**src/rtl/bridge_tx_ctrl_if.sv**
```systemverilog
// ----------------------------------------------------------------------------
// bridge_tx_ctrl_if
// Producer-side and bridge-side signal bundle of the clk1 transmit controller.
//   wr_en, wr_data        : producer write strobe and word
//   full, empty, count    : FIFO status (registered)
//   do_rdy, do_data       : level ready and word under offer toward the bridge
//   do_acpt_pulse         : one-cycle accept pulse returned by the bridge
//   ovf_err, timeout_err  : sticky error flags
//   err_clr               : clears both sticky flags
// Modports: slave = the controller, master = the producer/bridge side.
// ----------------------------------------------------------------------------
interface bridge_tx_ctrl_if #(
  parameter int unsigned DW    = 8,
  parameter int unsigned DEPTH = 4
);
  localparam int unsigned CW = $clog2(DEPTH + 1);

  logic          wr_en;
  logic [DW-1:0] wr_data;
  logic          full;
  logic          empty;
  logic [CW-1:0] count;
  logic          do_rdy;
  logic [DW-1:0] do_data;
  logic          do_acpt_pulse;
  logic          ovf_err;
  logic          timeout_err;
  logic          err_clr;

  modport slave (
    input  wr_en, wr_data, do_acpt_pulse, err_clr,
    output full, empty, count, do_rdy, do_data, ovf_err, timeout_err
  );

  modport master (
    output wr_en, wr_data, do_acpt_pulse, err_clr,
    input  full, empty, count, do_rdy, do_data, ovf_err, timeout_err
  );
endinterface

```
**src/rtl/bridge_tx_ctrl.sv**
```systemverilog
// ----------------------------------------------------------------------------
// bridge_tx_ctrl
// Transmit-side handshake controller in the source (clk1) domain of the async
// ready/accept bridge. Buffers producer words in a small FIFO, offers the head
// word as a level ready with stable data, retires it on the accept pulse and
// then holds ready low for a gap so the far-side synchronizers see each edge.
//
// Ports:
//   clk   : single clock (bridge clk1 domain)
//   rstn  : synchronous active-low reset
//   bus   : bridge_tx_ctrl_if.slave (write port, FIFO status, ready/data/accept,
//           sticky error flags and their clear)
//
// Optional feature: define BRIDGE_TX_TIMEOUT_EN to abort an offer that sees no
// accept within TIMEOUT cycles (word discarded, timeout_err set). Without it,
// SEND waits indefinitely and timeout_err stays 0.
// ----------------------------------------------------------------------------
module bridge_tx_ctrl #(
  parameter int unsigned DW         = 8,
  parameter int unsigned DEPTH      = 4,
  parameter int unsigned GAP_CYCLES = 4
`ifdef BRIDGE_TX_TIMEOUT_EN
  ,
  parameter int unsigned TIMEOUT    = 255
`endif
) (
  input logic             clk,
  input logic             rstn,
  bridge_tx_ctrl_if.slave bus
);

  localparam int unsigned AW = (DEPTH > 1) ? $clog2(DEPTH) : 1;
  localparam int unsigned CW = $clog2(DEPTH + 1);
  localparam int unsigned GW = $clog2(GAP_CYCLES + 1);
`ifdef BRIDGE_TX_TIMEOUT_EN
  localparam int unsigned TW = $clog2(TIMEOUT + 1);
`endif

  localparam logic [1:0] S_IDLE = 2'd0;
  localparam logic [1:0] S_SEND = 2'd1;
  localparam logic [1:0] S_GAP  = 2'd2;

  logic [DW-1:0] mem [DEPTH];

  logic [1:0]    state_q, state_d;
  logic [AW-1:0] wr_ptr_q, rd_ptr_q;
  logic [CW-1:0] count_q, count_d;
  logic          full_q, empty_q;
  logic          rdy_q, rdy_d;
  logic [DW-1:0] data_q, data_d;
  logic [GW-1:0] gap_q, gap_d;
  logic          ovf_q, ovf_d;
  logic          tmo_err_q, tmo_err_d;
  logic          wr_ok, pop, tmo_evt;
`ifdef BRIDGE_TX_TIMEOUT_EN
  logic [TW-1:0] tmo_q, tmo_d;
`endif

  // Next-state, offer control, FIFO bookkeeping and error flags
  always_comb begin
    state_d   = state_q;
    rdy_d     = rdy_q;
    data_d    = data_q;
    gap_d     = gap_q;
    pop       = 1'b0;
    tmo_evt   = 1'b0;
`ifdef BRIDGE_TX_TIMEOUT_EN
    tmo_d     = tmo_q;
`endif

    case (state_q)
      S_IDLE: begin
        if (!empty_q) begin
          state_d = S_SEND;
          rdy_d   = 1'b1;
          data_d  = mem[rd_ptr_q];
`ifdef BRIDGE_TX_TIMEOUT_EN
          tmo_d   = '0;
`endif
        end
      end
      S_SEND: begin
        // An accept in the timeout cycle wins: normal retire, no error.
        if (bus.do_acpt_pulse) begin
          pop = 1'b1;
        end
`ifdef BRIDGE_TX_TIMEOUT_EN
        else if (tmo_q == TW'(TIMEOUT - 1)) begin
          pop     = 1'b1;
          tmo_evt = 1'b1;
        end else begin
          tmo_d = tmo_q + TW'(1);
        end
`endif
        if (pop) begin
          rdy_d   = 1'b0;
          gap_d   = GW'(GAP_CYCLES - 1);
          state_d = S_GAP;
        end
      end
      S_GAP: begin
        if (gap_q == '0) begin
          state_d = S_IDLE;
        end else begin
          gap_d = gap_q - GW'(1);
        end
      end
      default: begin
        state_d = S_IDLE;
        rdy_d   = 1'b0;
      end
    endcase

    // full is registered, so a pop in the same cycle never makes room.
    wr_ok   = bus.wr_en && !full_q;
    count_d = count_q + CW'(wr_ok) - CW'(pop);

    // Set events take priority over the clear.
    ovf_d     = (bus.wr_en && full_q) ? 1'b1 : (bus.err_clr ? 1'b0 : ovf_q);
    tmo_err_d = tmo_evt ? 1'b1 : (bus.err_clr ? 1'b0 : tmo_err_q);
  end

  // State and control registers
  always_ff @(posedge clk) begin
    if (!rstn) begin
      state_q   <= S_IDLE;
      wr_ptr_q  <= '0;
      rd_ptr_q  <= '0;
      count_q   <= '0;
      full_q    <= 1'b0;
      empty_q   <= 1'b1;
      rdy_q     <= 1'b0;
      data_q    <= '0;
      gap_q     <= '0;
      ovf_q     <= 1'b0;
      tmo_err_q <= 1'b0;
`ifdef BRIDGE_TX_TIMEOUT_EN
      tmo_q     <= '0;
`endif
    end else begin
      state_q   <= state_d;
      if (wr_ok) wr_ptr_q <= wr_ptr_q + AW'(1);
      if (pop)   rd_ptr_q <= rd_ptr_q + AW'(1);
      count_q   <= count_d;
      full_q    <= (count_d == CW'(DEPTH));
      empty_q   <= (count_d == '0);
      rdy_q     <= rdy_d;
      data_q    <= data_d;
      gap_q     <= gap_d;
      ovf_q     <= ovf_d;
      tmo_err_q <= tmo_err_d;
`ifdef BRIDGE_TX_TIMEOUT_EN
      tmo_q     <= tmo_d;
`endif
    end
  end

  // FIFO storage; contents need no reset
  always_ff @(posedge clk) begin
    if (rstn && wr_ok) begin
      mem[wr_ptr_q] <= bus.wr_data;
    end
  end

  assign bus.full        = full_q;
  assign bus.empty       = empty_q;
  assign bus.count       = count_q;
  assign bus.do_rdy      = rdy_q;
  assign bus.do_data     = data_q;
  assign bus.ovf_err     = ovf_q;
  assign bus.timeout_err = tmo_err_q;

endmodule

```
**src/flat_wrapper.sv**
```systemverilog
// flat-port wrapper written by rule: the top's interface ports become plain ports
module bridge_tx_ctrl_flat 
#(
  parameter int unsigned DW         = 8,
  parameter int unsigned DEPTH      = 4,
  parameter int unsigned GAP_CYCLES = 4

)
  (clk, rstn, bus_wr_en, bus_wr_data, bus_do_acpt_pulse, bus_err_clr, bus_full, bus_empty, bus_count, bus_do_rdy, bus_do_data, bus_ovf_err, bus_timeout_err);
  bridge_tx_ctrl_if #(.DW(DW), .DEPTH(DEPTH)) bus_i ();
  input logic clk;
  input logic rstn;
  input wire logic [$bits(bus_i.wr_en)-1:0] bus_wr_en;
  input wire logic [$bits(bus_i.wr_data)-1:0] bus_wr_data;
  input wire logic [$bits(bus_i.do_acpt_pulse)-1:0] bus_do_acpt_pulse;
  input wire logic [$bits(bus_i.err_clr)-1:0] bus_err_clr;
  output wire logic [$bits(bus_i.full)-1:0] bus_full;
  output wire logic [$bits(bus_i.empty)-1:0] bus_empty;
  output wire logic [$bits(bus_i.count)-1:0] bus_count;
  output wire logic [$bits(bus_i.do_rdy)-1:0] bus_do_rdy;
  output wire logic [$bits(bus_i.do_data)-1:0] bus_do_data;
  output wire logic [$bits(bus_i.ovf_err)-1:0] bus_ovf_err;
  output wire logic [$bits(bus_i.timeout_err)-1:0] bus_timeout_err;
  assign bus_i.wr_en = bus_wr_en;
  assign bus_i.wr_data = bus_wr_data;
  assign bus_i.do_acpt_pulse = bus_do_acpt_pulse;
  assign bus_i.err_clr = bus_err_clr;
  assign bus_full = bus_i.full;
  assign bus_empty = bus_i.empty;
  assign bus_count = bus_i.count;
  assign bus_do_rdy = bus_i.do_rdy;
  assign bus_do_data = bus_i.do_data;
  assign bus_ovf_err = bus_i.ovf_err;
  assign bus_timeout_err = bus_i.timeout_err;
  bridge_tx_ctrl #(.DW(DW), .DEPTH(DEPTH), .GAP_CYCLES(GAP_CYCLES)) u_core (.clk(clk), .rstn(rstn), .bus(bus_i));
endmodule
```
**config.mk**
```make
export PLATFORM = sky130hd
export DESIGN_NAME = bridge_tx_ctrl_flat
export DESIGN_NICKNAME = d
export VERILOG_FILES = /design/src/rtl/bridge_tx_ctrl_if.sv /design/src/rtl/bridge_tx_ctrl.sv /design/src/flat_wrapper.sv
export SDC_FILE = /design/constraint.sdc
export NUM_CORES = 1
export LEC_CHECK = 0
export ABC_AREA = 1
export BUFFER_PORTS_ARGS = -buffer_cell sky130_fd_sc_hd__buf_2
export CORE_MARGIN = 2
export CORE_UTILIZATION = 51
export DETAILED_ROUTE_END_ITERATION = 10
export GPL_TIMING_DRIVEN = 0
export PLACE_DENSITY = 0.79
export SYNTH_ARGS = -nofsm -noshare
export SYNTH_HDL_FRONTEND = slang
export SYNTH_SLANG_ARGS = --single-unit
export TNS_END_PERCENT = 20
```
**constraint.sdc**
```tcl
create_clock -name clk -period 2 [get_ports clk]
set_input_delay 0.1 -clock clk [delete_from_list [all_inputs] [get_ports clk]]
set_output_delay 0.1 -clock clk [all_outputs]
set_load 0.1 [all_outputs]
```
Word-level counts from Yosys, hierarchy flattened --
Memories as Yosys holds them, arrays and structs flattened. A register that Yosys moved wholly into a read port is not among the register bits. Cells that the tools add are included.
Cells by class: $add $sub $neg 5, multiply operators 0, divide/modulo/power cells 0, magnitude comparators 0, equal/unequal tests 7, shifts and indexed selects 0, multiplexer cells 17, bitwise operators 2, reduce and logical (&&, ||, !) cells 14
Operators by type and width (count):
- two-way mux 1 bit | 9
- AND reduction 3 bit | 3
- zero test 3 bit | 2
- two-way mux 2 bit | 3
- two-way mux 3 bit | 2
- one-hot mux 2 bit (3 select lines) | 1
- one-hot mux 3 bit (2 select lines) | 1
- adder 2 x 1 -> 2 bit (second input constant) | 2
- inequality test 2 x 1 -> 1 bit (second input constant) | 2
- inequality test 2 bit (second input constant) | 2
- nonzero test 2 bit | 2
- adder 3 x 1 -> 3 bit | 1
- equality test 3 bit (second input constant) | 1
- logical AND 1 bit | 3
- one-hot mux 1 bit (3 select lines) | 1
- subtractor 3 x 1 -> 3 bit | 1
- subtractor 3 x 1 -> 3 bit (second input constant) | 1
- equality test 2 x 1 -> 1 bit (second input constant) | 1
- equality test 2 bit (second input constant) | 1
- zero test 1 bit | 2
- zero test 2 bit | 1
- inverter 1 bit | 2
- AND reduction 2 bit | 1
Storage, ports and cells: flip-flop bits (word level) 16, bits in latches 0, memory bits (writable) 32, bits in read-only memories 0, output and inout port bits 16, logic and storage cells 55, memories kept 1
Memory list:
- u_core.mem | depth 4, bits a word 8, rd ports 1, clocked after memory_dff 1, write ports 1, RTL line bridge_tx_ctrl.sv:43 | logic [DW-1:0] mem [DEPTH];

Depth between registers and ports, before layout --
depth after elaboration 5, depth in mapped cells 13

Worst setup path after synthesis --
Ideal clock, no wire load.
path type flip-flop to flip-flop, start point register u_core.count_q[0], in the netlist u_core.bus.count[0], end point register u_core.full_q, in the netlist u_core.bus.full, library setup time 0.119 ns, arrival time 2.379 ns, required time 1.881 ns, path slack -0.498 ns, stages on the path, launching flop included 12, path buffers 0, path through dfxtp_1 > inv_1 > ha_1 > inv_1 > ha_1 > inv_1 > fa_1 > or2_1 > nand2_1 > nand2_1 > nand3_1 > nor2_1
Between the ends: word-level cells in the longest chain between the ends 3
Ends and longest elaborated chain:
- start: declaration | RTL line bridge_tx_ctrl.sv:47 | logic [CW-1:0] count_q, count_d;
- start signal: assignment | RTL line bridge_tx_ctrl.sv:144 | count_q <= count_d;
- adder 3 x 1 -> 3 bit | RTL line bridge_tx_ctrl.sv:116 | count_d = count_q + CW'(wr_ok) - CW'(pop);
- subtractor 3 x 1 -> 3 bit | RTL line bridge_tx_ctrl.sv:116
- equality test 3 bit | RTL line bridge_tx_ctrl.sv:145 | full_q <= (count_d == CW'(DEPTH));
- end signal: assignment | RTL line bridge_tx_ctrl.sv:145
- end: declaration | RTL line bridge_tx_ctrl.sv:48 | logic full_q, empty_q;
Every way passes these cells. A chain may end at the register's enable or synchronous reset.

Final worst setup path --
start point register u_core.state_q[1], end point register u_core.full_q, in the netlist u_core.bus.full
Between the ends: word-level cells in the longest chain between the ends 4
Ends and longest elaborated chain:
- start: declaration | RTL line bridge_tx_ctrl.sv:45 | logic [1:0] state_q, state_d;
- start signal: assignment | RTL line bridge_tx_ctrl.sv:141 | state_q <= state_d;
- equality test 2 x 1 -> 1 bit | RTL line bridge_tx_ctrl.sv:71 | case (state_q)
- two-way mux 1 bit | RTL line bridge_tx_ctrl.sv:71
- net u_core.pop | RTL line bridge_tx_ctrl.sv:54 | logic wr_ok, pop, tmo_evt;
- subtractor 3 x 1 -> 3 bit | RTL line bridge_tx_ctrl.sv:116
- equality test 3 bit | RTL line bridge_tx_ctrl.sv:145
The timed path passes the listed nets, and every way through them passes these cells.

==> metrics <==
Hold WC Path Type in2reg; Synth Cell Area 2452 sq um; HP Start bus_wr_data[5]; area post-placement 2655 sq um; clock sinks 56; I/O Buffers 26; Netlist cell types 25; CP Class reg2reg; Post-Route Skew 0.004571 ns; Post-Synth Adder-Cell Area 4.898%; Initial DRC Count 96; largest family of logic cells by synthesized area simple AND/OR/NAND/NOR gates; area of the die 5379 sq um; worst-margin pin slew 0.8079 ns; r2r endpoint u_core.bus.full$_SDFF_PN0_; initial antenna violation count 0; detailed placement HPWL 2.762 mm; Vias 1700; Tcrit/Tclk final 98.69%; crit path to u_core.bus.full$_SDFF_PN0_; flops & latches, synth 56; Layout Cells excl Fill 359; DR pass1 iterations 4; clock latency on the worst-skew pair 0.31 ns; n_diodes 0; Cell Rows 25; Final setup viols 0; root buffer cell clkbuf_8; CP Max Fanout 3; initial core utilization 52.27%; sequential-to-total area share from yosys stat 58.78%; WP data arrival 2.18 ns; Final #Nets 326; placed cell count 339; syn nets 281; Synth Area in XOR/XNOR 0.7143%; vias in the first global route 1571; layout cells sized above 1 26.23%; largest net degree at the start of global routing 19; Simple-Gate Fraction of Synth Area 21.73%; Num CTS Buffers 5; Clock Pin Slew Worst Setup and Hold Paths 0.10 ns; Mapped Avg Cell Area 9.469 sq um; maximum vdd ir drop 0.6905 mV; Total Routing Usage GR 18.08%; worst reg-to-reg path cell count 13; Final Hold Fails 0; Final Slew Violations 0; status finished clean; final wirelength 4.459 mm; critical path startpoint category register; DRC violations left 0; Final min period 1.974 ns; post-synthesis mux area share 0%; Final Power 4.049 mW; endpoint class of the critical path register; Critical Path Source u_core.state_q[1]$_SDFFE_PN0P_; launch point of the worst reg-to-reg path u_core.state_q[1]$_SDFFE_PN0P_; LEAKAGE 1.286 nW; Synth Instances 259; most frequent cells in the layout nand2_1 (74), edfxtp_1 (32), inv_1 (30); R2R Setup Slk 0.03 ns; Fin Hold WS 0.008849 ns; vias per cell 4.735; gpl congestion 0.7474; Async SR Flop Fraction 0%; Clock Tree Buf Depth 2; H-tree depth 2; die height 73.35 um; final core occ 62.11%; Worst Path Required 2.21 ns; area delta synth->final 18.83%; Slew headroom 45.94%; CTS tree yes; Synth Warn # 0; commonest non-fill, non-tap cell in the layout nand2_1; Die X 73.35 um; Synth Area in Compound Gates 4.388%; Final Instance Area 2914 sq um; WL per Instance 12.42 um; Core ar. 4692 sq um; Post-synth top flop edfxtp_1; RSZ-0062 raised after global routing true; first-pass GRT wire length 7.003 mm; Post-synth EDFFs 32; maxcap violations 0; Ports 29; post-route ant nets 0; PwrDens 1390 nW/um^2; Peak Freq 0.5066 GHz; gr ovfl total 0
critical path, cell delays in order, from the launching register on:
cell	delay, ns
dfxtp_2	0.34
inv_2	0.09
nand3_4	0.09
inv_4	0.07
ha_4	0.19
inv_4	0.05
ha_4	0.12
inv_2	0.03
fa_2	0.36
or2_1	0.27
nand2_1	0.08
nand2_1	0.07
nand3_2	0.07
nor2_2	0.04
logic make-up after synthesis:
kind of cell / after synthesis
adders and majority gates: 9
AOI/OAI and AO/OA: 20
buffers and inverters: 46
xor gates and xnor gates: 2
DFF: 56
other: 1
and+or+nand+nor: 125
repair_timing:
item,in CTS,in global routing
hold buffers,6,0
buffers inserted,2,4
endpoints found under the hold margin,24,0
pin swaps,1,7
gates resized for setup,6,11
setup endpoints to repair,2,2
cell type report:
cell class / count / area, sq um
repair buffers: 38 / 235.2
multi-input cells: 157 / 837.1
plain buffers: 8 / 78.83
clock buffers: 5 / 68.82
clock inverters: 3 / 22.52
flip-flops and latches: 56 / 1449
fillers: 383 / 1778
inverters: 38 / 155.1
well taps: 54 / 67.56
worst min-delay path by stage:
| stage | depth (start not counted) | end | slack (ns) |
|---|---|---|---|
| global placement | 1 | u_core.mem[3][7]$_DFFE_PP_ | 0.31 |
| CTS | 1 | u_core.mem[1][5]$_DFFE_PP_ | 0.0004 |
| detailed placement | 1 | u_core.mem[3][7]$_DFFE_PP_ | 0.32 |
| finish | 1 | u_core.mem[3][5]$_DFFE_PP_ | 0.009 |
| floorplan | 0 | u_core.mem[0][0]$_DFFE_PP_ | 0.20 |
| global route | 1 | u_core.mem[1][5]$_DFFE_PP_ | 0.003 |
where the power goes:
part	switching (mW)	internal [mW]	leakage, nW
Clock	0.370	0.252	0.0485
Combinational	1.41	0.490	0.748
Sequential	0.110	1.41	0.490
Yosys cell counts, types with 2 or more instances:
master / count / area [sq um]
a21oi_1: 15 / 75.07
a21oi_2: 2 / 17.52
buf_2: 2 / 10.01
buf_4: 2 / 15.01
buf_6: 3 / 33.78
dfxtp_1: 24 / 480.5
edfxtp_1: 32 / 960.9
ha_1: 8 / 100.1
inv_1: 33 / 123.9
inv_2: 3 / 11.26
nand2_1: 74 / 277.8
nand2_2: 9 / 56.30
nand3_1: 22 / 110.1
nor2_1: 16 / 60.06
nor2_2: 2 / 12.51
o21ai_0: 3 / 15.01
per-layer routing:
layer | wire length, um | part of all wire (%) | track usage (%)
met1 | 1942 | 44 | 20.07
met2 | 2223 | 50 | 31.33
met3 | 174 | 3.9 | 4.801
met4 | 119 | 2.7 | 10.10
met5 | 0 | 0 | 0
metrics by stage:
step / setup WS [ns] / setup TNS, ns
after detailed placement: -0.1580 / -0.1915
after floorplan: -0.03408 / -0.03408
after CTS: 0.01024 / 0
final: 0.02612 / 0
after global placement: -0.1000 / -0.1000
after global routing: -0.08261 / -0.08261
flip-flops by register name, indices dropped and copies added (netlist names):
register	cells
u_core.bus.do_rdy	1
u_core.bus.full	1
u_core.bus.count	3
u_core.bus.empty	1
u_core.bus.ovf_err	1
u_core.mem	32
u_core.bus.do_data	8
u_core.wr_ptr_q	2
u_core.gap_q	3
u_core.state_q	2
u_core.rd_ptr_q	2
Note: power is estimated with default switching activity, not from simulation.
